`src/rtl/spi_master_pkg.sv`:
```
`default_nettype none
// ============================================================================
//  Module      : spi_pkg
//  Description : Shared types and helpers for the SPI master block.
//  Revision    : 1.0 - initial release
// ============================================================================
package spi_pkg;

    // Transfer phases of the master state machine
    typedef enum logic [1:0] {
        IDLE  = 2'd0,
        LEAD  = 2'd1,
        XFER  = 2'd2,
        TRAIL = 2'd3
    } spi_state_t;

    // Width of the sclk edge counter, which indexes 2*data_wdt edges
    function automatic int edge_cnt_w(input int data_wdt);
        return $clog2(2 * data_wdt);
    endfunction

endpackage
`default_nettype wire

```
`src/rtl/spi_master_if.sv`:
```
`default_nettype none
// ============================================================================
//  Module      : spi_master_if
//  Description : Word handshake and SPI pin bundle of the SPI master.
//                master = the spi_master side, slave = the user/link side.
//  Revision    : 1.0 - initial release
// ============================================================================
interface spi_master_if #(
    parameter int DATA_WDT = 8
) ();
    logic [DATA_WDT-1:0] txData;
    logic                txValid;
    logic                txReady;
    logic [DATA_WDT-1:0] rxData;
    logic                rxRdy;
    logic                busy;
    logic                ssel;
    logic                sclk;
    logic                mosi;
    logic                miso;

    modport master (
        input  txData, txValid, miso,
        output txReady, rxData, rxRdy, busy, ssel, sclk, mosi
    );

    modport slave (
        output txData, txValid, miso,
        input  txReady, rxData, rxRdy, busy, ssel, sclk, mosi
    );
endinterface
`default_nettype wire

```
`src/rtl/spi_master_tick_gen.sv`:
```
`default_nettype none
// ============================================================================
//  Module      : spi_tick_gen
//  Description : Divides clk by CLK_DIV, giving a one-cycle tick at the end of
//                every sclk half-period. Held at zero while cleared.
//  Revision    : 1.0 - initial release
// ============================================================================
module spi_tick_gen #(
    parameter int CLK_DIV = 4
) (
    input  wire logic clk,
    input  wire logic rst,
    input  wire logic i_clr,
    output logic      o_tick
);
    localparam int              c_CW   = (CLK_DIV > 1) ? $clog2(CLK_DIV) : 1;
    localparam logic [c_CW-1:0] c_LAST = c_CW'(CLK_DIV - 1);

    logic [c_CW-1:0] r_cnt;

    // Free-running divider, restarted whenever the master is idle
    always_ff @(posedge clk) begin
        if (rst || i_clr) begin
            r_cnt <= '0;
        end else if (r_cnt == c_LAST) begin
            r_cnt <= '0;
        end else begin
            r_cnt <= r_cnt + 1'b1;
        end
    end

    assign o_tick = !i_clr && (r_cnt == c_LAST);

endmodule
`default_nettype wire

```
`src/rtl/spi_master.sv`:
```
`default_nettype none
// ============================================================================
//  Module      : spi_master
//  Description : SPI master, one DATA_WDT-bit word per valid/ready handshake,
//                MSB first, any CPOL/CPHA, sclk = clk / (2*CLK_DIV).
//  Revision    : 1.0 - initial release
// ============================================================================
module spi_master
    import spi_pkg::*;
#(
    parameter logic CPOL     = 1'b1,
    parameter logic CPHA     = 1'b1,
    parameter int   DATA_WDT = 8,
    parameter int   CLK_DIV  = 4
) (
    input  wire logic    clk,
    input  wire logic    reset,
    spi_master_if.master bus
);
    localparam int               c_EW        = edge_cnt_w(DATA_WDT);
    localparam logic [c_EW-1:0]  c_LAST_EDGE = c_EW'(2 * DATA_WDT - 1);

    spi_state_t          r_state;
    logic [c_EW-1:0]     r_edge;
    logic [DATA_WDT-2:0] r_txsh;     // MSB is already on mosi, so only the rest is kept
    logic [DATA_WDT-1:0] r_rxsh;
    logic [DATA_WDT-1:0] r_rxdata;
    logic                r_ssel;
    logic                r_sclk;
    logic                r_mosi;
    logic                r_ready;
    logic                r_busy;
    logic                r_rxrdy;

    logic                w_tick;
    logic                w_odd;
    logic                w_sample;
    logic                w_shift;

    spi_tick_gen #(
        .CLK_DIV (CLK_DIV)
    ) u_tick (
        .clk    (clk),
        .rst    (reset),
        .i_clr  (r_state == IDLE),
        .o_tick (w_tick)
    );

    // Decide what the upcoming sclk edge does; r_edge holds (edge number - 1)
    always_comb begin
        w_odd    = (r_edge[0] == 1'b0);
        w_sample = 1'b0;
        w_shift  = 1'b0;
        if (CPHA == 1'b0) begin
            w_sample = w_odd;
            w_shift  = !w_odd && (r_edge != c_LAST_EDGE);
        end else begin
            w_sample = !w_odd;
            w_shift  = w_odd && (r_edge != '0);
        end
    end

    // Transfer state machine with all pin and handshake outputs registered
    always_ff @(posedge clk) begin
        if (reset) begin
            r_state  <= IDLE;
            r_edge   <= '0;
            r_txsh   <= '0;
            r_rxsh   <= '0;
            r_rxdata <= '0;
            r_ssel   <= 1'b1;
            r_sclk   <= CPOL;
            r_mosi   <= 1'b0;
            r_ready  <= 1'b1;
            r_busy   <= 1'b0;
            r_rxrdy  <= 1'b0;
        end else begin
            r_rxrdy <= 1'b0;
            case (r_state)
                IDLE: begin
                    r_ssel <= 1'b1;
                    r_sclk <= CPOL;
                    r_mosi <= 1'b0;
                    if (bus.txValid && r_ready) begin
                        r_txsh  <= bus.txData[DATA_WDT-2:0];
                        r_mosi  <= bus.txData[DATA_WDT-1];
                        r_rxsh  <= '0;
                        r_ssel  <= 1'b0;
                        r_ready <= 1'b0;
                        r_busy  <= 1'b1;
                        r_state <= LEAD;
                    end
                end
                LEAD: begin
                    if (w_tick) begin
                        r_state <= XFER;
                    end
                end
                XFER: begin
                    if (w_tick) begin
                        r_sclk <= ~r_sclk;
                        if (w_sample) begin
                            r_rxsh <= {r_rxsh[DATA_WDT-2:0], bus.miso};
                        end
                        if (w_shift) begin
                            r_mosi <= r_txsh[DATA_WDT-2];
                            r_txsh <= r_txsh << 1;
                        end
                        if (r_edge == c_LAST_EDGE) begin
                            r_edge  <= '0;
                            r_state <= TRAIL;
                        end else begin
                            r_edge <= r_edge + 1'b1;
                        end
                    end
                end
                TRAIL: begin
                    if (w_tick) begin
                        r_state  <= IDLE;
                        r_ssel   <= 1'b1;
                        r_mosi   <= 1'b0;
                        r_ready  <= 1'b1;
                        r_busy   <= 1'b0;
                        r_rxrdy  <= 1'b1;
                        r_rxdata <= r_rxsh;
                    end
                end
                default: r_state <= IDLE;
            endcase
        end
    end

    assign bus.txReady = r_ready;
    assign bus.busy    = r_busy;
    assign bus.rxRdy   = r_rxrdy;
    assign bus.rxData  = r_rxdata;
    assign bus.ssel    = r_ssel;
    assign bus.sclk    = r_sclk;
    assign bus.mosi    = r_mosi;

endmodule
`default_nettype wire
```
`src/flat_wrapper.sv`:
```
// flat-port wrapper written by rule: the top's interface ports become plain ports
module spi_master_flat import spi_pkg::*;
#(
    parameter logic CPOL     = 1'b1,
    parameter logic CPHA     = 1'b1,
    parameter int   DATA_WDT = 8,
    parameter int   CLK_DIV  = 4
)
  (clk, reset, bus_txData, bus_txValid, bus_miso, bus_txReady, bus_rxData, bus_rxRdy, bus_busy, bus_ssel, bus_sclk, bus_mosi);
  spi_master_if #(.DATA_WDT(DATA_WDT)) bus_i ();
  input  wire logic clk;
  input  wire logic reset;
  input wire logic [$bits(bus_i.txData)-1:0] bus_txData;
  input wire logic [$bits(bus_i.txValid)-1:0] bus_txValid;
  input wire logic [$bits(bus_i.miso)-1:0] bus_miso;
  output wire logic [$bits(bus_i.txReady)-1:0] bus_txReady;
  output wire logic [$bits(bus_i.rxData)-1:0] bus_rxData;
  output wire logic [$bits(bus_i.rxRdy)-1:0] bus_rxRdy;
  output wire logic [$bits(bus_i.busy)-1:0] bus_busy;
  output wire logic [$bits(bus_i.ssel)-1:0] bus_ssel;
  output wire logic [$bits(bus_i.sclk)-1:0] bus_sclk;
  output wire logic [$bits(bus_i.mosi)-1:0] bus_mosi;
  assign bus_i.txData = bus_txData;
  assign bus_i.txValid = bus_txValid;
  assign bus_i.miso = bus_miso;
  assign bus_txReady = bus_i.txReady;
  assign bus_rxData = bus_i.rxData;
  assign bus_rxRdy = bus_i.rxRdy;
  assign bus_busy = bus_i.busy;
  assign bus_ssel = bus_i.ssel;
  assign bus_sclk = bus_i.sclk;
  assign bus_mosi = bus_i.mosi;
  spi_master #(.CPOL(CPOL), .CPHA(CPHA), .DATA_WDT(DATA_WDT), .CLK_DIV(CLK_DIV)) u_core (.clk(clk), .reset(reset), .bus(bus_i));
endmodule
```
`config.mk`:
```
export PLATFORM = sky130hd
export DESIGN_NAME = spi_master_flat
export DESIGN_NICKNAME = d
export VERILOG_FILES = /design/src/rtl/spi_master_pkg.sv /design/src/rtl/spi_master_if.sv /design/src/rtl/spi_master_tick_gen.sv /design/src/rtl/spi_master.sv /design/src/flat_wrapper.sv
export SDC_FILE = /design/constraint.sdc
export NUM_CORES = 1
export LEC_CHECK = 0
export ABC_AREA = 1
export BUFFER_PORTS_ARGS = -buffer_cell sky130_fd_sc_hd__clkbuf_2
export CORE_MARGIN = 5
export CORE_UTILIZATION = 40
export DETAILED_ROUTE_END_ITERATION = 7
export GPL_TIMING_DRIVEN = 1
export MAX_ROUTING_LAYER = met4
export SLEW_MARGIN = 10
export SYNTH_ARGS = -nofsm -noshare
export SYNTH_HDL_FRONTEND = slang
export SYNTH_SLANG_ARGS = --single-unit
export TNS_END_PERCENT = 20
```
`constraint.sdc`:
```
create_clock -name clk -period 1.6 [get_ports clk]
set_input_delay 0.08 -clock clk [delete_from_list [all_inputs] [get_ports clk]]
set_output_delay 0.08 -clock clk [all_outputs]
set_load 0.05 [all_outputs]
```
==> run summary <==
Top-level port count - 26
DR vias - 1495
Status - finished, final reports clean
Antenna violations before repair - 0
Post-Syn Instances - 233
Startpoint type of the worst setup path - flip-flop
Reg-to-reg setup timing slack - 150 ps
Clk_lat worst skew - 290 ps
Top FF cell, synth - dfxtp_1
Largest net degree at the start of global routing - 13
Setup TNS - 0 ps
Power Total - 3.14 mW
Post-synth EDFFs - 0
Async SR Flop Fraction - 0%
Fin crit share - 90.6%
CP Capture Type - flip-flop
Static Leak - 0.948 nW
Number of global-route vias before repair - 1379
Core area - 4060 sq um
Hold Crit Class - primary input to flip-flop
Max Freq - 0.690 GHz
Final net count - 288
CP max stage delay - 320 ps
CP arrival - 1680 ps
Multi-input gate area - 917 sq um
Mapped cell area - 1690 sq um
Layout area overhead - 21.4%
Max Cap Viol - 0
Port-buffer cells - 25
Sequential-to-total area share from yosys stat - 43.8%
Top cells by area, synth - dfxtp_1 44%, nand2_1 16%, nor2_1 7.3%
CP max stage cell - dfxtp_1
Gpl congestion - 0.846
Post-DR wirelength/cell - 11.5 um
Final global-route overflow total - 0
Share of layout cells above drive strength 1 - 23.4%
Worst Max-Slew Pin Slew - 367 ps
Clock Root Buffer - clkbuf_8
Crit path max fanout - 7
Initial Util - 41.7%
DR iter-0 viols - 58
Setup violations, final - 0
Die X - 75.0 um
Total Wirelength - 3.66 mm
Final min period - 1450 ps
Pwr Density - 1530 nW/um^2
Final hold violations - 0
Chip height - 75.0 um
Post-route ant nets - 0
Gr usage total - 14.6%
Slew headroom - 75.5%
First-pass GRT wire length - 6.15 mm
Max Root-Sink Buffers - 2
Yosys top cell area share - 43.8%
H-tree Lvls - 2
Clock transition at path regs - 70 ps
Critical path class - flip-flop to flip-flop
Clock sinks - 37
RSZ-0062 raised after global routing - no
CP delay by family, top - simple AND/OR/NAND/NOR gates
Mean Syn Cell Area - 7.26 sq um
YS warnings - 0
Post-synth cell types - 24
CP cell instances - inv_2 > ha_4 > buf_4 > nand2_2 > nand2_1 > nand2_1 > nor2_4 > nor2_1 > nor2_1
CP bufs+invs - 2
Final Skew - 3.23 ps
Worst EP required - 1830 ps
Maximum VDD drop - 0.672 mV
Die area - 5630 sq um
DP HPWL - 2.66 mm
#FFs+latches synth - 37
CTS tree - done
TritonCTS Buffers - 5
Vias/cell - 4.69
Storage cell area - 744 sq um
Syn nets - 253
Area leader, netlist - dfxtp_1
Drt drc - 0
# hold bufs at CTS - 0
Num rows - 23
Pre-antenna DRT Iters - 4
Filler cell count - 443
Max-slew violations - 0
Antenna cell count - 0
==> logic make-up after synthesis <==
kind of cell / synth area share, %
and+or+nand+nor: 35.0
buffers and inverters: 4.81
DFF: 43.8
xor gates and xnor gates: 0.518
AOI/OAI and AO/OA: 9.99
adders and majority gates: 5.92
==> metrics by stage <==
stage	utilization (%)	instances	setup WS [ps]	hold WS [ps]	instance area, sq um
after floorplan	-	233	121	228	1690
after global placement	47.0	310	34.2	321	1910
after detailed placement	47.0	310	-14.0	322	1910
after CTS	49.2	318	3.99	14.6	2000
after global routing	50.6	319	7.33	50.9	2050
final	50.6	319	150	22.5	2050
==> worst min-delay path, delay by kind of cell <==
family          cells  cell delay (ps)
buf+inv             1               80
simple gates        1               50
compound gates      1               50
==> what timing repair did <==
action	4_1_cts	5_1_grt
pin swaps	0	1
endpoints found under the setup margin	3	31
buffers inserted	0	1
gates resized for setup	2	14
==> worst paths after layout <==
| path | startpoint | to | cells past startpoint |
|---|---|---|---|
| max | u_core.r_state[0] | u_core.r_txsh[5] | 9 |
| min | bus_miso | u_core.r_rxsh[0] | 3 |
| max reg2reg | u_core.r_state[0] | u_core.r_txsh[5] | 9 |
| min reg2reg | u_core.u_tick.r_cnt[0] | u_core.u_tick.r_cnt[0] | 1 |
==> cell type report <==
type / count / area share (%)
repair buffers: 32 / 8.65
flip-flops and latches: 37 / 36.2
clock buffers: 5 / 3.35
inverters: 17 / 3.23
multi-input cells: 175 / 44.6
well taps: 50 / 3.05
clock inverters: 3 / 0.853
==> synthesized netlist by cell type (2+ instances only) <==
cell / n
inv_1: 12
nand2_2: 4
buf_1: 2
a21oi_1: 14
dfxtp_1: 37
buf_2: 2
o21ai_0: 2
nand3_1: 23
inv_2: 5
nand2_1: 74
a21boi_0: 6
ha_1: 8
nor2_1: 33
==> sequential cells by signal, summed over array words and instances (netlist names) <==
signal / cells
u_core.bus.busy: 1
u_core.r_txsh: 7
u_core.r_state: 2
u_core.bus.rxData: 8
u_core.u_tick.r_cnt: 2
u_core.r_rxsh: 8
u_core.bus.rxRdy: 1
u_core.bus.sclk: 1
u_core.bus.mosi: 1
u_core.bus.txReady: 1
u_core.r_edge: 4
u_core.bus.ssel: 1
==> where the power goes <==
part           internal (mW)  switching, mW  total [mW]
Clock                  0.300          0.330       0.630
Sequential              1.06         0.0903        1.15
Combinational          0.476          0.878        1.35
==> layer usage <==
metal | track usage (%) | vias to the layer above | wire (um)
li1 | - | 818 | -
met1 | 19.3 | 640 | 1830
met2 | 21.5 | 32 | 1580
met3 | 3.60 | 5 | 211
met4 | 5.34 | 0 | 40
met5 | - | - | 0
==> layout by cell type, fill, tap and decap left out, types with 2 or more instances in the layout <==
cell | Yosys | layout
a21boi_0 | 6 | 6
a21oi_1 | 14 | 14
buf_4 | 0 | 7
clkbuf_2 | 0 | 25
clkbuf_8 | 0 | 5
clkinv_2 | 0 | 2
dfxtp_1 | 37 | 36
ha_1 | 8 | 5
ha_4 | 0 | 2
inv_1 | 12 | 9
inv_2 | 5 | 7
nand2_1 | 74 | 74
nand2_2 | 4 | 3
nand3_1 | 23 | 23
nor2_1 | 33 | 31
nor2_4 | 1 | 3
o21ai_0 | 2 | 2
Power figures use the tool's default switching activity.
